===== config.mk =====
export PLATFORM = sky130hd
export DESIGN_NAME = spi_shift_engine
export DESIGN_NICKNAME = d
export VERILOG_FILES = /design/src/rtl/spi_shift_engine.sv
export SDC_FILE = /design/constraint.sdc
export NUM_CORES = 1
export LEC_CHECK = 0
export CAP_MARGIN = 5
export CORE_MARGIN = 2
export CORE_UTILIZATION = 31
export DETAILED_ROUTE_END_ITERATION = 8
export REMOVE_ABC_BUFFERS = 1
export SYNTH_ARGS = -nofsm -noshare
export SYNTH_HDL_FRONTEND = slang
export SYNTH_SLANG_ARGS = --single-unit
export TNS_END_PERCENT = 5

===== constraint.sdc =====
create_clock -name cck -period 6.95 [get_ports cck]
set_input_delay 0.695 -clock cck [delete_from_list [all_inputs] [get_ports cck]]
set_output_delay 0.695 -clock cck [all_outputs]
set_load 0.02 [all_outputs]

===== src/rtl/spi_shift_engine.sv =====
// spi_shift_engine
// ----------------
// Byte-level SPI master serializer, mode 0 (CPOL=0, CPHA=0), MSB first.
// Accepts one byte plus a speed code from the register interface, drives
// sclk/mosi, samples miso and returns the received byte with a one-cycle
// rx_valid pulse. Chip-select lives outside this block.
//
// Optional build macro: SPI_TXBUF_EN
//   When defined, a one-byte transmit holding register lets a second start
//   be queued while a byte is shifting, so that bytes run back to back.
//
// Parameters:
//   DIV_SLOW  sclk half-period in cck cycles for speed code 00 (0 acts as 1)
//   DIV_MID   sclk half-period in cck cycles for speed code 01 (0 acts as 1)
//
// Ports:
//   cck       system clock, rising edge
//   _reset    synchronous active-low reset
//   start     one-cycle transfer request, honoured only while ready=1
//   tx_data   byte to send, sampled on the accepting edge
//   speed     00=DIV_SLOW, 01=DIV_MID, 1x=half-period 1
//   ready     a start presented this cycle will be accepted
//   busy      a byte is currently shifting
//   rx_data   last received byte, held until the next completion
//   rx_valid  one-cycle pulse when rx_data has just been updated
//   sclk      SPI clock, idles low
//   mosi      SPI data out, idles high
//   miso      SPI data in

module spi_shift_engine #(
  parameter int DIV_SLOW = 8,
  parameter int DIV_MID  = 4
) (
  input  logic       cck,
  input  logic       _reset,
  input  logic       start,
  input  logic [7:0] tx_data,
  input  logic [1:0] speed,
  output logic       ready,
  output logic       busy,
  output logic [7:0] rx_data,
  output logic       rx_valid,
  output logic       sclk,
  output logic       mosi,
  input  logic       miso
);

  // Counter reload values are H-1; a zero divider is clamped to H=1.
  localparam int         H_SLOW      = (DIV_SLOW < 1) ? 1 : DIV_SLOW;
  localparam int         H_MID       = (DIV_MID  < 1) ? 1 : DIV_MID;
  localparam logic [7:0] RELOAD_SLOW = 8'(H_SLOW - 1);
  localparam logic [7:0] RELOAD_MID  = 8'(H_MID - 1);

  typedef enum logic {
    IDLE  = 1'b0,
    SHIFT = 1'b1
  } state_t;

  state_t     state, state_n;
  logic [7:0] tx_shift, tx_shift_n;
  logic [7:0] rx_shift, rx_shift_n;
  logic [7:0] cnt, cnt_n;
  logic [7:0] reload, reload_n;
  logic [2:0] bit_cnt, bit_cnt_n;
  logic       sclk_q, sclk_n;
  logic       mosi_q, mosi_n;
  logic [7:0] rx_data_q, rx_data_n;
  logic       rx_valid_q, rx_valid_n;
  logic [7:0] reload_sel;
  logic       load_en;
  logic [7:0] load_byte;

`ifdef SPI_TXBUF_EN
  logic [7:0] hold_data, hold_data_n;
  logic       hold_full, hold_full_n;
  logic       done;
`endif

  assign busy     = (state == SHIFT);
  assign sclk     = sclk_q;
  assign mosi     = mosi_q;
  assign rx_data  = rx_data_q;
  assign rx_valid = rx_valid_q;

`ifdef SPI_TXBUF_EN
  assign ready = !hold_full;
`else
  assign ready = !busy;
`endif

  // Half-period reload chosen from the live speed input; it is only
  // captured into 'reload' when a byte is loaded, so mid-byte speed
  // changes cannot disturb the byte in flight.
  always_comb begin
    case (speed)
      2'b00:   reload_sel = RELOAD_SLOW;
      2'b01:   reload_sel = RELOAD_MID;
      default: reload_sel = 8'd0;
    endcase
  end

  always_ff @(posedge cck) begin
    if (!_reset) begin
      state      <= IDLE;
      tx_shift   <= 8'h00;
      rx_shift   <= 8'h00;
      cnt        <= 8'h00;
      reload     <= 8'h00;
      bit_cnt    <= 3'd0;
      sclk_q     <= 1'b0;
      mosi_q     <= 1'b1;
      rx_data_q  <= 8'h00;
      rx_valid_q <= 1'b0;
`ifdef SPI_TXBUF_EN
      hold_data  <= 8'h00;
      hold_full  <= 1'b0;
`endif
    end else begin
      state      <= state_n;
      tx_shift   <= tx_shift_n;
      rx_shift   <= rx_shift_n;
      cnt        <= cnt_n;
      reload     <= reload_n;
      bit_cnt    <= bit_cnt_n;
      sclk_q     <= sclk_n;
      mosi_q     <= mosi_n;
      rx_data_q  <= rx_data_n;
      rx_valid_q <= rx_valid_n;
`ifdef SPI_TXBUF_EN
      hold_data  <= hold_data_n;
      hold_full  <= hold_full_n;
`endif
    end
  end

  always_comb begin
    state_n    = state;
    tx_shift_n = tx_shift;
    rx_shift_n = rx_shift;
    cnt_n      = cnt;
    reload_n   = reload;
    bit_cnt_n  = bit_cnt;
    sclk_n     = sclk_q;
    mosi_n     = mosi_q;
    rx_data_n  = rx_data_q;
    rx_valid_n = 1'b0;
    load_en    = 1'b0;
    load_byte  = tx_data;
`ifdef SPI_TXBUF_EN
    hold_data_n = hold_data;
    hold_full_n = hold_full;
    done        = 1'b0;
`endif

    case (state)
      IDLE: begin
        if (start && ready) begin
          load_en = 1'b1;
        end
      end

      SHIFT: begin
        if (cnt != 8'd0) begin
          cnt_n = cnt - 8'd1;
        end else begin
          cnt_n  = reload;
          sclk_n = !sclk_q;
          if (!sclk_q) begin
            // Rising sclk: capture miso on the same edge.
            rx_shift_n = {rx_shift[6:0], miso};
          end else if (bit_cnt != 3'd7) begin
            // Falling sclk mid-byte: present the next transmit bit.
            tx_shift_n = {tx_shift[6:0], 1'b0};
            mosi_n     = tx_shift[6];
            bit_cnt_n  = bit_cnt + 3'd1;
          end else begin
            // Falling sclk after bit 7: the byte is complete.
            rx_data_n  = rx_shift;
            rx_valid_n = 1'b1;
            mosi_n     = 1'b1;
            state_n    = IDLE;
`ifdef SPI_TXBUF_EN
            done = 1'b1;
            // Chain straight into the next byte so no idle gap appears.
            if (hold_full) begin
              load_en     = 1'b1;
              load_byte   = hold_data;
              hold_full_n = 1'b0;
            end else if (start) begin
              load_en = 1'b1;
            end
`endif
          end
        end
`ifdef SPI_TXBUF_EN
        // A start during a byte (other than on its completion edge)
        // is parked in the holding register.
        if (start && ready && !done) begin
          hold_data_n = tx_data;
          hold_full_n = 1'b1;
        end
`endif
      end

      default: state_n = IDLE;
    endcase

    // Common byte-load path for a fresh start or a chained byte.
    if (load_en) begin
      state_n    = SHIFT;
      tx_shift_n = load_byte;
      mosi_n     = load_byte[7];
      reload_n   = reload_sel;
      cnt_n      = reload_sel;
      bit_cnt_n  = 3'd0;
      sclk_n     = 1'b0;
    end
  end

endmodule


# Yosys cells after proc, flatten, opt, wreduce, memory -nomap -nowiden
# Index checks and enable logic that the tools add are counted.
[word_totals] elab_cells=58 out_inout_bits=13 in_bits=14 register_bits=46
[classes] bitwise_logic=5 muxes=22 n_reduce_logical=16 n_addsub=2 n_eq_ne=3
[ops] operator="$mux 7" n=5
[ops] operator="$mux 8" n=3
[ops] operator="$mux 1" n=13
[ops] operator="$reduce_and 4->1" n=3
[ops] operator="$reduce_bool 8->1" n=1
[ops] operator="$sub 8x1->8 const B" n=1
[ops] operator="$pmux 3 s2" n=1
[ops] operator="$reduce_and 3->1" n=2
[ops] operator="$reduce_bool 2->1" n=3
[ops] operator="$not 1->1" n=5
[ops] operator="$reduce_or 4->1" n=1
[ops] operator="$add 3x1->3 const B" n=1
[ops] operator="$ne 3x3->1 const B" n=1
[ops] operator="$eq 2x1->1 const B" n=1
[ops] operator="$logic_not 1->1" n=2
[ops] operator="$logic_not 2->1" n=1
[ops] operator="$ne 2x2->1 const B" n=1
[ops] operator="$reduce_and 2->1" n=1
[ops] operator="$reduce_or 2->1" n=1
[ops] operator="$logic_and 1x1->1" n=1

# Logic depth before layout (Yosys ltp)
# Gate-level depths: netlist of the first run.
[depth] ltp_word=6 depth_mapped=8 depth_no_buf=6

# Least setup slack after synthesis of the first run
# Ideal clock, no wire load.
[synth_timing] path_kind="register to register" start="register cnt[0]" end="register tx_shift[2]" period_less_slack_ns=2.207 stages_incl_launch_ff=9 arrival_ns=2.088 t_required_ns=6.830 path_slack_ns=4.743 cell_sequence="dfxtp_1 > inv_1 > ha_1 > or4b_1 > buf_6 > or4_4 > buf_6 > a221oi_2 > nor2_1"
[synth_via] elab_chain_len=3
[synth_rtl] element="from (decl)" line="62" rtl="logic [7:0] cnt, cnt_n;"
[synth_rtl] element="from (signal assigned)" line="122" rtl="cnt <= cnt_n;"
[synth_rtl] element="$reduce_bool 8->1" line="163" rtl="if (cnt != 8'd0) begin"
[synth_rtl] element="$ne 2x2->1 (no source line)"
[synth_rtl] element="$reduce_and 4->1 (no source line)"
[synth_rtl] element="to (signal assigned)" line="120" rtl="tx_shift <= tx_shift_n;"
[synth_rtl] element="to (decl)" line="60" rtl="logic [7:0] tx_shift, tx_shift_n;"
# No other way between the ends.
# A chain may end at the register's enable or synchronous reset.

# Worst setup path after layout of the first run
[layout_timing] start="register state (netlist: busy)" end="output ready"
[layout_via] elab_chain_len=1
[layout_rtl] element="from (decl)" line="59" rtl="state_t state, state_n;"
[layout_rtl] element="from (signal assigned)" line="119" rtl="state <= state_n;"
[layout_rtl] element="$logic_not 1->1" line="88" rtl="assign ready = !busy;"
[layout_rtl] element="to (decl)" line="39" rtl="output logic ready,"
# No other way between the ends.

==> results of run 1 <==
-- cell usage after synthesis (all sizes together) (2+ instances only) --
master	instances	share of area [%]
dfxtp	40	44
nand2	32	6.6
o21ai	20	5.5
nand3	11	3.0
mux2i	10	5.5
nor2b	10	3.5
clkbuf	9	1.9
nor2	9	1.9
a21oi	6	1.7
a31oi	4	1.4
buf	4	1.7
nor3	4	1.1
o21a	4	1.7
a21boi	3	1.2
ha	3	2.1
inv	3	0.62
or4	3	1.5
or4b	3	1.7
xnor2	3	1.5
a221oi	2	1.7
and2	2	0.69
and3	2	0.69
nand2b	2	0.69
nand4	2	0.69
nand4b	2	0.97
nor4	2	1.5
o211ai	2	0.83
-- registers in the layout (all words and copies together) (netlist names) --
signal / count
busy: 1
bit_cnt: 3
rx_data: 8
mosi: 1
tx_shift: 7
reload: 2
sclk: 1
rx_valid: 1
rx_shift: 8
cnt: 8
-- layout by cell type (no fill, tap or decap), types with 2 or more instances in the layout --
| cell | instances |
|---|---|
| inv_1 | 3 |
| nand4b_1 | 2 |
| a21oi_1 | 6 |
| ha_1 | 3 |
| or4_1 | 2 |
| mux2i_1 | 10 |
| nor3_1 | 4 |
| and3_1 | 2 |
| clkbuf_8 | 6 |
| o21a_1 | 4 |
| or4b_2 | 2 |
| nand2b_1 | 2 |
| nand2_1 | 32 |
| a31oi_1 | 4 |
| a21boi_0 | 3 |
| o21ai_0 | 20 |
| clkdlybuf4s50_1 | 26 |
| and2_1 | 2 |
| nand3_1 | 11 |
| nand4_1 | 2 |
| a221oi_2 | 2 |
| clkinv_2 | 2 |
| nor2_1 | 9 |
| o211ai_1 | 2 |
| xnor2_1 | 3 |
| dfxtp_1 | 40 |
| nor2b_1 | 10 |
-- layout make-up --
type,instances,area (um^2),area share [%]
Timing Repair Buffer,27,268,12.2
Inverter,3,11.3,0.513
Multi-Input combinational cell,150,932,42.5
Clock buffer,6,82.6,3.76
Tap cell,72,90.1,4.10
Clock inverter,2,10.0,0.456
Sequential cell,40,801,36.5
-- stage by stage --
stage	setup WS [ns]	area, um^2	power (mW)	std cells
floorplan	4.75	1740	0.317	193
global placement	4.61	2100	0.348	292
detailed placement	4.59	2100	0.348	292
CTS	4.40	2190	0.505	300
global route	4.30	2190	0.528	300
finish	4.44	2190	0.503	300
-- worst min-delay path by stage --
stage	to	depth (start not counted)	startpoint
final	bit_cnt[1]	2	bit_cnt[1]
after floorplan	bit_cnt[1]	2	bit_cnt[1]
after CTS	bit_cnt[1]	2	bit_cnt[1]
after global placement	bit_cnt[2]	2	bit_cnt[2]
after detailed placement	bit_cnt[1]	2	bit_cnt[1]
after global routing	bit_cnt[1]	2	bit_cnt[1]
-- layer usage --
metal  vias up  wire (um)  global-route usage [%]
met5         -          0                       0
met3         7        180                    3.26
li1        772          -                       -
met2        27       1710                    19.5
met4         0         82                    5.42
met1       680       1860                    16.7
-- cells by family after synthesis --
family	after synthesis	share of synthesized area (%)
compound gates	45	15.8
xor+xnor	3	1.45
fa+ha+maj	3	2.07
buf+inv	16	4.22
flops	40	44.3
mux	10	5.53
simple gates	89	26.7
-- report_power, final --
part / switching, mW / internal (mW) / total [mW] / leakage, nW
clock: 0.0817 / 0.0793 / 0.161 / 0.0510
combinational: 0.0496 / 0.0419 / 0.0915 / 0.446
sequential: 0.0114 / 0.240 / 0.251 / 0.326
-- critical path: stages (launching register included) --
cell and delay, ns:
dfxtp_1 0.66, inv_1 0.27, clkdlybuf4s50_1 0.59
==> flow_summary.yaml, run 1 <==
cts:
  cts_root_buffer: "clkbuf_8"
  clk_pin_slew_worst_paths_ns: 0.08
  cts_tree: "built"
  cts_setup_buffers: 0
  holdBufCountCts: 0
  clk_latency_ns: 0.29
  clk_path_buf_depth: 2
  htreeDepth: 2
  cts_resized: 0
  clkSinkCount: 40
  cts-buffers-inserted: 5
timing:
  worst_slew_pin_slew_ns: 0.666
  fin_crit_ns: 2.51
  finalSetupViolCount: 0
  rsz0062_at_grt: "false"
  slew_headroom_pct: 55.5
  fmax_mhz: 398
  fin_crit_sh_pct: 36.1
  holdWs_ns: 0.462
  finalHoldViolations: 0
  tns_ns: 0
  fin_worst_skew_ns: 0.00548
  finalMaxSlewViolations: 0
routing:
  route.detailed.drc: 0
  vias: 1486
  postRouteAntennaNets: 0
  post_drt_wl_per_cell_um: 12.8
  drt-initial-drc-count: 65
  avgViaCountPerCell: 4.95
  routed_wl_um: 3830
  first_pass_iters: 4
yosys:
  synth_edf_count: 0
  synth_area_per_cell_um2: 8.78
  synth_flop_cell: "dfxtp_1"
  synth-warning-count: 0
  synth-seq-cells: 40
  synth_cell_types: 41
  synth_area_mm2: 0.00181
  synthCells: 206
  async_flop_share_pct: 0
  yosysSeqAreaShare_pct: 44.3
worst_hold_path:
  hold_class: "reg -> reg"
worst_setup_path:
  crit_type: "reg -> out"
  cp-startpoint: "busy"
  path_max_fanout: 17
  r2r-start: "cnt[0]"
  worst_ep_arrival_time_ns: 1.82
  end_kind: "primary output"
  worst_setup_path_start_kind: "register"
  ff2ff_path_depth: 6
  ff2ff_setup_slack_ns: 4.58
  r2r_end: "rx_shift[4]"
  required_ns: 6.25
  cp-endpoint: "ready"
grt:
  grt_overflow: 0
  grt_pass1_vias: 1405
  grt_use_total_pct: 12.7
  grt_start_max_net_pins: 48
  antenna_found_initial: 0
  grt_pass1_wl_um: 6490
pwr:
  ir_worst_vdd_mv: 0.0958
  cellLeakagePower_nw: 0.823
  p_per_area_mw_per_mm2: 229
die:
  core_mm2: 0.00557
  die_x_um: 80.4
  io_pins: 27
  dieArea_mm2: 0.00646
  die-height_um: 80.4
  start_util_pct: 32.5
  core.rowCount: 27
layout:
  final_core_util_pct: 39.4
  antennaDiodeCount: 0
  fin_nets: 244
  drive_above_1_share_pct: 7.02
  syn_to_final_growth_pct: 21.3
  fill_cells: 584
placement:
  port_buffers: 26
  dpl.hpwl_um: 2560
  gp_congestion: 0.785
run:
  max_cap_violations: 0
status:
  status: "finished, final reports clean"
Power figures use the tool's default switching activity.
==> run 2, diff against run 1 <==
clock period = 2.6 ns   (was 6.95 ns; I/O delays follow)
==> flow_summary.yaml, run 2 (synthesis gave the netlist of run 1 again) <==
timing:
  fmax_mhz: 420
  finalMaxSlewViolations: 0
  fin_crit_sh_pct: 91.6
  tns_ns: 0
  slew_headroom_pct: 56.4
  rsz0062_at_grt: "false"
  holdWs_ns: 0.462
  fin_worst_skew_ns: 0.00294
  finalSetupViolCount: 0
  finalHoldViolations: 0
  worst_slew_pin_slew_ns: 0.644
  fin_crit_ns: 2.38
cts:
  clk_latency_ns: 0.28
  htreeDepth: 2
  clk_path_buf_depth: 2
  holdBufCountCts: 0
  cts_tree: "built"
  clk_pin_slew_worst_paths_ns: 0.08
  cts_setup_buffers: 0
  cts-buffers-inserted: 5
  cts_root_buffer: "clkbuf_8"
  cts_resized: 0
  clkSinkCount: 40
status:
  status: "finished, final reports clean"
layout:
  antennaDiodeCount: 0
  drive_above_1_share_pct: 8.23
  fill_cells: 584
  fin_nets: 247
  seqCellArea_um2: 801
  final_core_util_pct: 40.4
  multi_input_area_um2: 932
  final_common_cell: "dfxtp_1"
  layout.cells.non_filler: 303
  final_cell_mix: "40 x dfxtp_1, 32 x nand2_1, 26 x clkdlybuf4s50_1, 20 x o21ai_0, 11 x nand3_1"
  syn_to_final_growth_pct: 24.4
worst_setup_path:
  worst_setup_path_start_kind: "register"
  r2r_end: "rx_shift[4]"
  path_max_fanout: 8
  ff2ff_path_depth: 6
  ff2ff_setup_slack_ns: 0.22
  worst_ep_arrival_time_ns: 2.56
  cp_slowest_stage_delay_ns: 0.77
  required_ns: 2.78
  slowest_stage: "or4_1"
  cp_cell_sequence: "inv_1 -> ha_1 -> or4b_1 -> or4_1 -> mux2i_1 -> nor2b_1"
  r2r-start: "cnt[0]"
  crit_type: "reg -> reg"
  end_kind: "register"
routing:
  postRouteAntennaNets: 0
  routed_wl_um: 3790
  avgViaCountPerCell: 4.87
  post_drt_wl_per_cell_um: 12.5
  vias: 1477
  first_pass_iters: 4
  route.detailed.drc: 0
  drt-initial-drc-count: 85
placement:
  port_buffers: 26
  dpl.hpwl_um: 2620
  gp_congestion: 0.789
  dp.cells: 295
grt:
  grt_start_max_net_pins: 48
  grt_overflow: 0
  grt_pass1_vias: 1387
  grt_use_total_pct: 12.4
  grt_pass1_wl_um: 6320
  antenna_found_initial: 0
die:
  core.rowCount: 27
  die_x_um: 80.4
  start_util_pct: 32.5
  core_mm2: 0.00557
  io_pins: 27
  dieArea_mm2: 0.00646
  die-height_um: 80.4
pwr:
  cellLeakagePower_nw: 0.850
  p_per_area_mw_per_mm2: 653
  ir_worst_vdd_mv: 0.261
run:
  max_cap_violations: 0
worst_hold_path:
  hold_class: "reg -> reg"
  hold_depth: 2
  min-delay-start: "bit_cnt[1]"
  min_to: "bit_cnt[1]"
## run 2: worst max-delay path by stage
| stage | start | to | depth (start not counted) |
|---|---|---|---|
| floorplan | cnt[0] | rx_shift[0] | 6 |
| global placement | cnt[0] | rx_shift[2] | 6 |
| global route | cnt[0] | rx_shift[5] | 6 |
| detailed placement | cnt[0] | rx_shift[1] | 6 |
| finish | cnt[0] | rx_shift[4] | 6 |
| CTS | cnt[0] | rx_shift[3] | 6 |
## run 2: critical path, delay by kind of cell, from the launching register on
kind | cells | cell delay, ns
buffers and inverters | 1 | 0.06
adders and majority gates | 1 | 0.19
and+or+nand+nor | 3 | 1.45
muxes | 1 | 0.23
DFF | 1 | 0.34
## run 2: routing by layer
metal | part of all wire [%] | up-vias | track usage (%)
met2 | 47 | 16 | 20.6
met1 | 50 | 687 | 15.8
met5 | 0 | - | 0
met4 | 0.82 | 0 | 4.24
met3 | 2.6 | 2 | 2.81
li1 | - | 772 | -
## run 2: area by class of cell
class	instances	share of cell area, %
inverter	3	0.500
tap	72	4.00
clock inverter	1	1.33
sequential	40	35.6
clock buffer	7	4.28
timing repair buffer	30	12.9
multi-input combinational	150	41.4
## run 2: metrics by stage
step                total power, mW  setup slack [ns]  area [um^2]
floorplan                     0.848             0.402         1740
global placement              0.934             0.267         2120
detailed placement            0.935             0.217         2120
CTS                            1.49             0.210         2250
global route                   1.55            0.0582         2250
finish                         1.47             0.219         2250
## run 2: power by group
group | internal (mW) | switching [mW]
registers | 0.641 | 0.0292
logic | 0.115 | 0.136
clock network | 0.339 | 0.211
total | 1.09 | 0.377
